===== config.mk =====
export PLATFORM = sky130hd
export DESIGN_NAME = issue_hazard_ctrl
export DESIGN_NICKNAME = d
export VERILOG_FILES = /design/src/rtl/issue_hazard_ctrl.sv
export SDC_FILE = /design/constraint.sdc
export NUM_CORES = 1
export LEC_CHECK = 0
export ABC_AREA = 1
export BUFFER_PORTS_ARGS = -buffer_cell sky130_fd_sc_hd__buf_4
export CAP_MARGIN = 20
export CORE_ASPECT_RATIO = 0.7
export CORE_MARGIN = 3
export CORE_UTILIZATION = 45
export CTS_BUF_LIST = sky130_fd_sc_hd__clkbuf_8
export CTS_CLUSTER_SIZE = 12
export DETAILED_ROUTE_END_ITERATION = 7
export HOLD_SLACK_MARGIN = 0.03
export MAX_ROUTING_LAYER = met4
export PLACE_DENSITY = 0.66
export SYNTH_ARGS = -nofsm -noshare
export SYNTH_HDL_FRONTEND = slang
export SYNTH_SLANG_ARGS = --single-unit

===== constraint.sdc =====
create_clock -name clk -period 4 [get_ports clk]
set_clock_uncertainty 0.15 [all_clocks]
set_input_delay 0.2 -clock clk [delete_from_list [all_inputs] [get_ports clk]]
set_output_delay 0.2 -clock clk [all_outputs]
set_load 0.1 [all_outputs]

===== src/rtl/issue_hazard_ctrl.sv =====
// Decode->execute issue controller: register scoreboard for RAW/WAW stalls, in-flight limit,
// and serialisation of control transfers with a one-cycle fetch flush on taken redirects.
module issue_hazard_ctrl #(
  parameter int unsigned MAX_INFLIGHT = 4,
  parameter bit          WB_BYPASS    = 1'b1
) (
  input  logic       clk,
  input  logic       rst_n,
  input  logic       id_valid,
  output logic       id_ready,
  input  logic [4:0] id_rs1_idx,
  input  logic [4:0] id_rs2_idx,
  input  logic [4:0] id_rd_idx,
  input  logic       id_uses_rs1,
  input  logic       id_uses_rs2,
  input  logic       id_writes_rd,
  input  logic       id_is_xfer,
  output logic       ex_valid,
  input  logic       ex_ready,
  input  logic       wb_valid,
  input  logic [4:0] wb_rd_idx,
  input  logic       rslv_valid,
  input  logic       rslv_taken,
  output logic       if_flush,
  output logic [3:0] inflight_cnt
);

  localparam logic [3:0] MaxCnt = 4'(MAX_INFLIGHT);

  typedef enum logic [1:0] {StRun, StBrWait, StFlush} state_e;

  state_e      state_q, state_d;
  logic [31:0] sb_q, sb_d;
  logic [3:0]  cnt_q, cnt_d;

  logic [31:0] bypass_mask;
  logic [31:0] pend_vec;
  logic        wb_clr;
  logic        sb_set;
  logic        full;
  logic        hazard;
  logic        fire;

  // Only a writeback that retires a genuinely pending register affects state.
  assign wb_clr      = wb_valid & (wb_rd_idx != 5'd0) & sb_q[wb_rd_idx];
  assign bypass_mask = (WB_BYPASS && wb_valid) ? (32'd1 << wb_rd_idx) : 32'd0;
  assign pend_vec    = sb_q & ~bypass_mask;

  assign full   = (cnt_q == MaxCnt) & ~wb_clr;
  assign hazard = (id_uses_rs1  & (id_rs1_idx != 5'd0) & pend_vec[id_rs1_idx]) |
                  (id_uses_rs2  & (id_rs2_idx != 5'd0) & pend_vec[id_rs2_idx]) |
                  (id_writes_rd & (id_rd_idx  != 5'd0) & pend_vec[id_rd_idx])  |
                  full;

  assign ex_valid     = rst_n & id_valid & (state_q == StRun) & ~hazard;
  assign fire         = ex_valid & ex_ready;
  assign id_ready     = fire;
  assign if_flush     = (state_q == StFlush);
  assign inflight_cnt = cnt_q;

  assign sb_set = fire & id_writes_rd & (id_rd_idx != 5'd0);

  always_comb begin
    sb_d = sb_q;
    // Clear before set: with bypass a new write to the retiring register stays pending.
    if (wb_clr) sb_d[wb_rd_idx] = 1'b0;
    if (sb_set) sb_d[id_rd_idx] = 1'b1;
    sb_d[0] = 1'b0;
  end

  always_comb begin
    cnt_d = cnt_q;
    unique case ({sb_set, wb_clr})
      2'b10:   cnt_d = cnt_q + 4'd1;
      2'b01:   cnt_d = cnt_q - 4'd1;
      default: cnt_d = cnt_q;
    endcase
  end

  always_comb begin
    state_d = state_q;
    unique case (state_q)
      StRun: begin
        if (fire && id_is_xfer) state_d = StBrWait;
      end
      StBrWait: begin
        if (rslv_valid) state_d = rslv_taken ? StFlush : StRun;
      end
      StFlush: begin
        state_d = StRun;
      end
      default: state_d = StRun;
    endcase
  end

  always_ff @(posedge clk or negedge rst_n) begin
    if (!rst_n) begin
      state_q <= StRun;
      sb_q    <= 32'd0;
      cnt_q   <= 4'd0;
    end else begin
      state_q <= state_d;
      sb_q    <= sb_d;
      cnt_q   <= cnt_d;
    end
  end

endmodule

==> summary.md, run 1 <==
| Metric | Value |
|---|---|
| Outcome | completed |
| Most frequent cells in the layout | nand2_1, nand3_1, nor2_1 |
| First-pass iteration count of the detailed router | 6 |
| Least-Margin Pin Slew | 0.5364 ns |
| Required time of the critical path | 4.05 ns |
| Commonest non-fill, non-tap cell in the layout | nand2_1 |
| Number of antenna violations at the first check in global routing | 0 |
| FMAX | 0.2919 GHz |
| Final period util | 85.65% |
| Initial core utilization | 48.00% |
| Peak supply drop | 0.0002098 V |
| Final setup TNS | 0 ns |
| Die area | 0.008564 mm² |
| CTS tree | built |
| All-Layer GR Usage | approximately a third |
| Share of cells above drive strength 1 | a little over a tenth |
| Site Rows | 25 |
| Nets@finish | 637 |
| RSZ-0062 raised after global routing | no |
| Drt wl/cell | 18.08 µm |
| Max_cap viols | 0 |
| Critical path class | primary input to flip-flop |
| RR Startpoint | sb_q[27] |
| Hold Path Class | primary input to flip-flop |
| Post-Synthesis Cells | 564 |
| Syn Nets | approximately 600 |
| Worst reg-to-reg setup slack | 0.87 ns |
| Area of the core | 0.007007 mm² |
| Post-route minimum period | between 3 and 4 ns |
| Number of diodes | 0 |
| GPL Wtd Cong | 1.022 |
| Area after DPL | 0.003732 mm² |
| R2r endpoint | inflight_cnt[3] |
| Pwr/cell area | about 310 mW/mm² |
| Slew Viols, Final | 0 |
| Via-per-instance ratio | 6.047 |
| Largest net degree at the start of global routing | 38 |
| Crit-path slowest cell | nor3_1 |
| Hold buffers post-CTS | 4 |
| Via count | ~4200 |
| Area growth from synthesis to layout | 15.74% |
| Static Leak | 1.930 nW |
| Slew headroom | between 60% and 70% |
| Initial DRC count | 506 |
| CP cell instances | buf_4 > inv_1 > nor3_1 > nand3_1 > nand3_1 > nand3_1 > nand3_1 > nand3_1 > nand2_1 > nand2_1 > nand3b_1 > nand3_2 > nor2_4 > nand2_1 > ha_1 > ha_1 > nand2_1 > nor2_1 > a211oi_1 > nor2_1 > nor2_1 > nand2_1 > xor2_1 |
| Final non-filler cell area | slightly below 0.004 mm² |
| Total number of yosys warnings | 0 |
| First-pass GRT wire length | approximately 20000 µm |
| Port Buffers | 37 |
| Fin util | 55.55% |
| Maximum single-stage delay on the critical path | a little under 0.5 ns |
| Max clock buf depth | 2 |
| Hold Path Sink | sb_q[20] |
| Yosys reg bits | 37 |
| Register clock-pin slew on the reported worst setup and hold paths | about 0.08 ns |
| Final wirelength | approximately 13000 µm |
| HP Start | wb_rd_idx[3] |
| Hold depth | 5 |
| Crit end category | flip-flop |
| Post-DRT Antenna Nets | 0 |
| Post-CTS Resized | 0 |
| Post-CTS setup buffer count | 0 |
| Synth unique cells | 27 |
| Fin cells | 697 |
| Mean Syn Cell Area | 5.963 µm² |
| Post-DP HPWL | 9428 µm |
| Arr. time, crit path | 3.48 ns |
| Worst R2R Path Depth | 22 |
| Endpoints failing hold | 0 |
| Post-synthesis instance area | roughly 0.0034 mm² |
| DR DRC count | 0 |
| CTS root buf | clkbuf_8 |
| Cells after DPL | 685 |
| H-tree depth | 2 |
| Vias in the first global route | about 3900 |
| Critical Path Start Type | primary input |
| Register area share after synthesis | 27.53% |
| Clock latency on the worst-skew pair | 0.31 ns |
| Chip width | approximately 110 µm |
| Ports | 38 |
| Sink Count | 37 |
| CP max FO | 13 |
| CTS buffer count | 5 |
| Endpoints failing setup | 0 |
| Total grt overflow | 0 |
| Vert. Die Dim | 78.33 µm |
[cells by family (layout without fill, tap and decap cells)]
| kind of cell | after synthesis | after routing | synth area share (%) |
|---|---|---|---|
| AOI/OAI and AO/OA | 24 | 24 | 4.278 |
| and+or+nand+nor | 437 | 437 | 58.22 |
| adders and majority gates | 4 | 4 | 1.711 |
| xor gates and xnor gates | 3 | 3 | 0.7814 |
| DFF | 37 | 37 | 27.53 |
| buffers and inverters | 59 | 98 | 7.478 |
[registers in the layout (all words and copies together) (netlist names)]
| signal | count |
|---|---|
| inflight_cnt | 4 |
| sb_q | 31 |
| state_q | 2 |
[worst max path at each step]
| stage | slack [ns] | to | startpoint |
|---|---|---|---|
| 6_report | 0.57 | inflight_cnt[3] | wb_rd_idx[2] |
| 2_1_floorplan | 0.36 | inflight_cnt[3] | inflight_cnt[1] |
| 3_3_place_gp | 0.33 | inflight_cnt[3] | wb_rd_idx[2] |
| 3_5_place_dp | 0.32 | inflight_cnt[3] | wb_rd_idx[2] |
| 4_1_cts | 0.65 | inflight_cnt[3] | wb_rd_idx[2] |
| 5_1_grt | 0.30 | inflight_cnt[3] | wb_rd_idx[2] |
[cells in the mapped netlist, drive strengths merged]
cell type | count | area (µm²)
nand2 | 177 | 664.4
nor3 | 2 | 10.01
fa | 1 | 20.02
ha | 3 | 37.54
clkbuf | 6 | 22.52
a21oi | 5 | 28.78
nand3b | 2 | 15.01
xor2 | 2 | 17.52
o21ai | 11 | 55.05
nand4 | 22 | 137.6
nor2 | 72 | 315.3
a211oi | 1 | 7.510
dfrtp | 37 | 925.9
o21a | 1 | 7.510
clkinv | 2 | 7.510
inv | 36 | 135.1
buf | 15 | 86.33
xnor2 | 1 | 8.760
a22oi | 6 | 45.04
nand3 | 162 | 815.8
[per-layer routing]
metal,share of wire [%],global-route usage (%),vias up
li1,-,-,1963
met1,44,44.69,1928
met2,42,43.79,290
met3,11,7.231,34
met4,2.5,10.34,0
met5,0,-,-
[through the flow]
step,power [W],setup WS [ns],hold slack [ns]
4_1_cts,0.001219,0.6533,0.2134
3_5_place_dp,0.0008676,0.3191,0.1666
5_1_grt,0.001289,0.2985,0.2470
2_1_floorplan,0.0007277,0.3629,-0.2456
6_report,0.001223,0.5741,0.2194
3_3_place_gp,0.0008666,0.3335,0.1646
[critical path, delay by kind of cell]
family                   cells  cell delay [ns]
AND/OR/NAND/NOR             17             1.94
adder cells (fa/ha/maj)      2             0.52
buffers and inverters        2             0.43
AO/OA/AOI/OAI                1             0.23
XOR/XNOR                     1             0.14
[power breakdown]
part	switching (W)	internal [W]
logic	0.000317	0.000118
clock network	0.000148	0.000203
registers	0.0000353	0.000403
total	0.000500	0.000723
[cell type report]
class                   count  area (µm²)
fillers                   745        3114
multi-input cells         468        2186
flip-flops and latches     37       925.9
repair buffers             52       400.4
inverters                  38       142.6
well taps                  94       117.6
clock buffers               6       82.58
clock inverters             2       37.54
(Power assumes the default switching activity.)
==> inputs of run 2 (changes only) <==
Settings changed: BUFFER_PORTS_ARGS -buffer_cell sky130_fd_sc_hd__buf_4 to unset, DONT_BUFFER_PORTS set to 1, PLACE_DENSITY 0.66 to 0.62, RECOVER_POWER set to 50.
==> run 2 against run 1 <==
Compared with the run above:
- register-to-register slack worse by 0.35 ns
- non-clock buffer count is 33 lower
- worst hold slack got worse by 0.18 ns
- the flow now finishes with violations (capacitance limit, slew limit)
- combinational power is 9.7% lower
- wire length is 2.3% higher
- critical path depth fell by 5
- total power is 12% lower
- fmax down 1.7%
- first-iteration DRC count down 2.8%
- sequential cell count unchanged
- final cell count decreased by 4.7%
- critical endpoint unchanged
- core utilization down 4.1 points
- largest cell class unchanged
- critical path type is now flip-flop to flip-flop
==> summary.md, run 2 (synthesized netlist as in run 1, its figures left out) <==
| Metric | Value |
|---|---|
| Largest net degree at the start of global routing | 38 (unchanged) |
| FMAX | 0.2870 GHz (-1.7%) |
| H-tree depth | 2 (unchanged) |
| Slew Viols, Final | 38 (+38) |
| Vert. Die Dim | 78.33 µm (unchanged) |
| Number of diodes | 0 (unchanged) |
| Vias in the first global route | 3722 (-4.4%) |
| Die area | 0.008564 mm² (unchanged) |
| Area growth from synthesis to layout | 7.143% |
| Post-DP HPWL | 9632 µm (+2.2%) |
| Slew headroom | -38.13% (-100 points) |
| CTS root buf | clkbuf_8 |
| Ports | 38 (unchanged) |
| Tot Pwr | 0.001075 W (-12%) |
| Post-CTS setup buffer count | 0 (unchanged) |
| RR Startpoint | inflight_cnt[2] |
| Required time of the critical path | 4.03 ns (-0.02 ns) |
| First-pass GRT wire length | 20370 µm (+0.34%) |
| Sink Count | 37 (unchanged) |
| Critical Path Start Type | flip-flop |
| Final wirelength | 12890 µm (+2.3%) |
| Nets@finish | 604 (-5.2%) |
| Worst Setup SP | inflight_cnt[2] |
| CTS buffer count | 5 (unchanged) |
| Least-Margin Pin Slew | 2.072 ns (+1.536 ns) |
| Pwr/cell area | 298.3 mW/mm² (-5.1%) |
| Arr. time, crit path | 3.51 ns (+0.03 ns) |
| Initial core utilization | 48.00% (unchanged) |
| Number of antenna violations at the first check in global routing | 0 (unchanged) |
| GPL Wtd Cong | 1.070 (+4.7%) |
| Initial DRC count | 492 (-2.8%) |
| Static Leak | 1.747 nW (-9.5%) |
| Fillers | 771 (+3.5%) |
| Max_cap viols | 1 (+1) |
| Final period util | 87.10% (+1.5 points) |
| R2r endpoint | inflight_cnt[3] |
| Worst reg-to-reg setup slack | 0.52 ns (-0.35 ns) |
| RSZ-0062 raised after global routing | no |
| Setup slack at placement | 0.5347 ns (+0.2155 ns) |
| Hold slack | 0.03941 ns (-0.1800 ns) |
| Critical path class | flip-flop to flip-flop |
| Most frequent cells in the layout | nand2_1, nand3_1, nor2_1 |
| Max FFs per register | 31 (unchanged) |
| Via-per-instance ratio | 6.087 (+0.66%) |
| Failing checks | capacitance limit, slew limit |
| Area of the core | 0.007007 mm² (unchanged) |
| Clock latency on the worst-skew pair | 0.29 ns (-0.02 ns) |
| Outcome | finished with violations |
| Endpoints failing hold | 0 (unchanged) |
| Setup crit end | inflight_cnt[3] |
| All-Layer GR Usage | 31.58% (+0.15 points) |
| Endpoints failing setup | 0 (unchanged) |
| Hold depth | 3 (-2) |
| Post-CTS Resized | 0 (unchanged) |
| Commonest non-fill, non-tap cell in the layout | nand2_1 |
| First-pass iteration count of the detailed router | 6 (unchanged) |
| Port Buffers | 0 (-100%) |
| Drt wl/cell | 19.41 µm (+7.4%) |
| Crit end category | flip-flop |
| Max clock buf depth | 2 (unchanged) |
| Total grt overflow | 0 (unchanged) |
| Post-route minimum period | 3.484 ns (+0.05801 ns) |
| Post-route setup slack | 0.5161 ns (-0.05801 ns) |
| Hold Path Class | primary input to flip-flop |
| Register clock-pin slew on the reported worst setup and hold paths | 0.08 ns (about the same) |
| Most flop-heavy register | sb_q |
| DR DRC count | 0 (unchanged) |
| CP max FO | 4 (-9) |
| Chip width | 109.3 µm (unchanged) |
| Peak supply drop | 0.0002846 V (+36%) |
| Final setup TNS | 0 ns (unchanged) |
| Post-DRT Antenna Nets | 0 (unchanged) |
| Site Rows | 25 (unchanged) |
| Worst R2R Path Depth | 18 (-18%) |
| Fin util | 51.43% (-4.1 points) |
| CTS tree | built |
| Share of cells above drive strength 1 | 4.912% (-6.0 points) |
| Via count | 4042 (-4.1%) |
-- run 2: cell count changes in the layout (fill, tap and decap cells not counted) --
| cell | delta |
|---|---|
| bufinv_16 | -1 |
| inv_1 | +1 |
| nor2_1 | -1 |
| clkbuf_8 | -1 |
| clkinv_2 | +2 |
| clkbuf_1 | +3 |
| clkinvlp_4 | -1 |
| dlygate4sd3_1 | +2 |
| buf_4 | -38 |
| nor2_2 | +1 |
-- run 2: power breakdown --
| part | internal (W) | switching, W |
|---|---|---|
| combinational | 0.0000921 | 0.000300 |
| clock | 0.000118 | 0.000137 |
| sequential | 0.000403 | 0.0000253 |
| total | 0.000613 | 0.000462 |
-- run 2: layout make-up --
| type | instances | area (µm²) | area share, % |
|---|---|---|---|
| Tap cell | 94 | 117.6 | 3.264 |
| Clock inverter | 3 | 13.76 | 0.3819 |
| Clock buffer | 5 | 68.82 | 1.910 |
| Inverter | 38 | 142.6 | 3.958 |
| Multi-Input combinational cell | 468 | 2188 | 60.73 |
| Timing Repair Buffer | 19 | 146.4 | 4.062 |
| Sequential cell | 37 | 925.9 | 25.69 |
-- run 2: per-stage QoR --
step | std cells | cell area (µm²)
3_5_place_dp | 649 | 3465
2_1_floorplan | 564 | 3363
4_1_cts | 664 | 3627
5_1_grt | 664 | 3603
6_report | 664 | 3603
3_3_place_gp | 649 | 3465
-- run 2: what timing repair did --
item                                    in CTS  in global routing
hold buffers                                 7                  0
endpoints found under the setup margin       0                  0
hold endpoints to repair                    41                  0
-- run 2: metal layers --
metal	track usage, %	wire [µm]
met5	-	0
met4	8.095	356
met3	6.081	1354
met2	44.76	5427
met1	45.86	5752
-- run 2: worst max-delay path, stage by stage (launching register included) --
cell and delay (ns):
dfrtp_1 0.32, clkbuf_1 0.96, nand3_1 0.23, nor2_1 0.15, nand2_1 0.06, nand2_1 0.08
a21oi_2 0.04, nand3_2 0.09, nor2_4 0.04, nand2_1 0.06, ha_1 0.19, ha_1 0.29
nand2_1 0.08, nor2_1 0.04, a211oi_1 0.23, nor2_1 0.07, nor2_1 0.08, nand2_1 0.07
xor2_1 0.15
-- run 2: worst min path at each step --
stage	start	to	slack (ns)
final	wb_valid	sb_q[10]	0.04
after global routing	wb_valid	sb_q[16]	0.07
after CTS	wb_valid	sb_q[10]	0.04
after detailed placement	rst_n	sb_q[29]	-0.24
after global placement	rst_n	sb_q[28]	-0.24
after floorplan	rst_n	inflight_cnt[0]	-0.25
==> inputs of run 3 (changes only) <==
Settings changed: CTS_BUF_LIST sky130_fd_sc_hd__clkbuf_8 to unset, HOLD_SLACK_MARGIN 0.03 to 0.12.
==> run 3 against run 2 <==
Compared with the run above:
- the flow still finishes with violations (capacitance limit, slew limit)
- global-route usage grew 0.16 points
- die area is the same
- final cell count grew 0.60%
- total power grew 0.95%
- sequential cell count is the same
- largest cell class unchanged
- largest power group unchanged
==> summary.md, run 3 (synthesized netlist as in run 1, its figures left out) <==
| Metric | Value |
|---|---|
| Outcome | finished with violations |
| Failing checks | capacitance limit, slew limit |
| Hold Path Class | primary input to flip-flop |
| CP max FO | 8 (+4) |
| Pwr/cell area | 297.7 mW/mm² (-0.23%) |
| Final wirelength | 12960 µm (+0.50%) |
| Max clock buf depth | 2 (unchanged) |
| Ports | 38 (unchanged) |
| H-tree depth | 2 (unchanged) |
| Final setup TNS | 0 ns (unchanged) |
| Sink Count | 37 (unchanged) |
| Post-route setup slack | 0.4483 ns (-0.06782 ns) |
| Vert. Die Dim | 78.33 µm (unchanged) |
| Post-DRT Antenna Nets | 0 (unchanged) |
| Final period util | 88.79% (+1.7 points) |
| CP bufs+invs | 1 (unchanged) |
| Number of diodes | 0 (unchanged) |
| Initial DRC count | 441 (-10%) |
| Via count | 4128 (+2.1%) |
| Port Buffers | 0 (unchanged) |
| Drt wl/cell | 19.39 µm (-0.11%) |
| Chip width | 109.3 µm (unchanged) |
| Initial core utilization | 48.00% (unchanged) |
| CTS buffer count | 5 (unchanged) |
| Nets@finish | 608 (+0.66%) |
| Crit end category | flip-flop |
| Critical Path Start Type | primary input |
| Slew headroom | -35.44% (+2.7 points) |
| Setup slack at placement | 0.5347 ns (unchanged) |
| Area growth from synthesis to layout | 8.408% |
| All-Layer GR Usage | 31.74% (+0.16 points) |
| First-pass GRT wire length | 20450 µm (+0.41%) |
| Required time of the critical path | 4.03 ns (about the same) |
| Area of the core | 0.007007 mm² (unchanged) |
| FMAX | 0.2816 GHz (-1.9%) |
| Most frequent cells in the layout | nand2_1, nand3_1, nor2_1 |
| Tot Pwr | 0.001085 W (+0.95%) |
| Crit-path slowest cell | dlygate4sd3_1 |
| Share of cells above drive strength 1 | 4.878% (-0.034 points) |
| CP cell instances | dlygate4sd3_1 > nor2_2 > nand3_1 > nand2_1 > o21ai_1 > nor2_1 > nor2_1 > a21oi_1 > nand2_1 > nand3b_1 > nand3_2 > nor2_4 > nand2_1 > ha_1 > ha_1 > nand2_1 > nor2_1 > a211oi_1 > nor2_1 > nor2_1 > nand2_1 > xor2_1 |
| Hold slack | 0.1367 ns (+0.09732 ns) |
| Static Leak | 1.766 nW (+1.1%) |
| Most flop-heavy register | sb_q |
| Arr. time, crit path | 3.58 ns (+0.07 ns) |
| Peak supply drop | 0.0002848 V (about the same) |
| RSZ-0062 raised after global routing | no |
| Die area | 0.008564 mm² (unchanged) |
| Via-per-instance ratio | 6.180 (+1.5%) |
| DR DRC count | 0 (unchanged) |
| Maximum single-stage delay on the critical path | 0.64 ns (-0.32 ns) |
| Largest net degree at the start of global routing | 38 (unchanged) |
| Max_cap viols | 1 (unchanged) |
| Critical path class | primary input to flip-flop |
| Least-Margin Pin Slew | 2.032 ns (-0.04040 ns) |
| Commonest non-fill, non-tap cell in the layout | nand2_1 |
| Delay-heaviest family, CP | simple AND/OR/NAND/NOR gates |
| GPL Wtd Cong | 1.070 (unchanged) |
| First-pass iteration count of the detailed router | 5 (-1) |
| Site Rows | 25 (unchanged) |
| Total grt overflow | 0 (unchanged) |
| CTS root buf | clkbuf_8 |
| Slew Viols, Final | 38 (unchanged) |
| Worst reg-to-reg setup slack | 0.52 ns (about the same) |
| Number of antenna violations at the first check in global routing | 0 (unchanged) |
| Endpoints failing setup | 0 (unchanged) |
| Clock latency on the worst-skew pair | 0.29 ns (about the same) |
| Post-CTS setup buffer count | 0 (unchanged) |
| Post-DP HPWL | 9632 µm (unchanged) |
| Max FFs per register | 31 (unchanged) |
| CTS tree | built |
| Endpoints failing hold | 0 (unchanged) |
| Register clock-pin slew on the reported worst setup and hold paths | 0.08 ns (about the same) |
| Fillers | 767 (-0.52%) |
| Post-route minimum period | 3.552 ns (+0.06782 ns) |
| Vias in the first global route | 3750 (+0.75%) |
-- run 3: cell count changes in the layout (fill, tap and decap cells not counted) --
cell and delta:
dlymetal6s2s_1 +1, inv_1 -1, dlygate4sd3_1 +3, clkbuf_1 +1
-- run 3: path summary, 6_finish.rpt --
path,from,endpoint,cells after the start
worst max-delay path,wb_rd_idx[2],inflight_cnt[3],22
worst min-delay path,wb_rd_idx[4],sb_q[13],4
min in group asynchronous,rst_n,sb_q[25],2
worst max register to register,inflight_cnt[2],inflight_cnt[3],18
worst min register to register,state_q[1],state_q[1],3
max in group asynchronous,rst_n,sb_q[7],2
-- run 3: what timing repair did --
action,4_1_cts,5_1_grt
endpoints found under the setup margin,0,2
resized for setup,0,2
hold buffers,11,0
hold endpoints to repair,69,0
-- run 3: worst reg2reg max path: stages, from the launching register on --
cell      delay, ns
dfrtp_1        0.32
clkbuf_1       0.96
nand3_1        0.24
nor2_1         0.15
nand2_1        0.06
nand2_1        0.08
a21oi_2        0.04
nand3_2        0.09
nor2_4         0.04
nand2_1        0.06
ha_1           0.19
ha_1           0.29
nand2_1        0.08
nor2_1         0.04
a211oi_1       0.23
nor2_1         0.07
nor2_1         0.09
nand2_1        0.07
xor2_1         0.15
-- run 3: cell type report --
type / instances / area (µm²) / area share (%)
clock buffers: 6 / 72.57 / 1.990
clock inverters: 2 / 10.01 / 0.2745
inverters: 38 / 142.6 / 3.912
multi-input cells: 468 / 2188 / 60.02
flip-flops and latches: 37 / 925.9 / 25.39
well taps: 94 / 117.6 / 3.226
repair buffers: 23 / 188.9 / 5.182
-- run 3: power breakdown --
group	switching, W	internal (W)
logic	0.000306	0.0000948
registers	0.0000252	0.000403
clock network	0.000135	0.000121
total	0.000467	0.000618
-- run 3: per-stage QoR --
step	utilization (%)	cell area, µm²	instances
5_1_grt	52.04	3646	668
2_1_floorplan	-	3363	564
6_report	52.04	3646	668
4_1_cts	52.34	3667	668
3_5_place_dp	49.45	3465	649
3_3_place_gp	49.45	3465	649
-- run 3: layer usage --
metal	track usage (%)	vias up	wire length, µm
li1	-	1900	-
met1	46.72	1929	5751
met4	8.095	0	307
met5	-	-	0
met3	5.177	33	1395
met2	44.95	266	5501
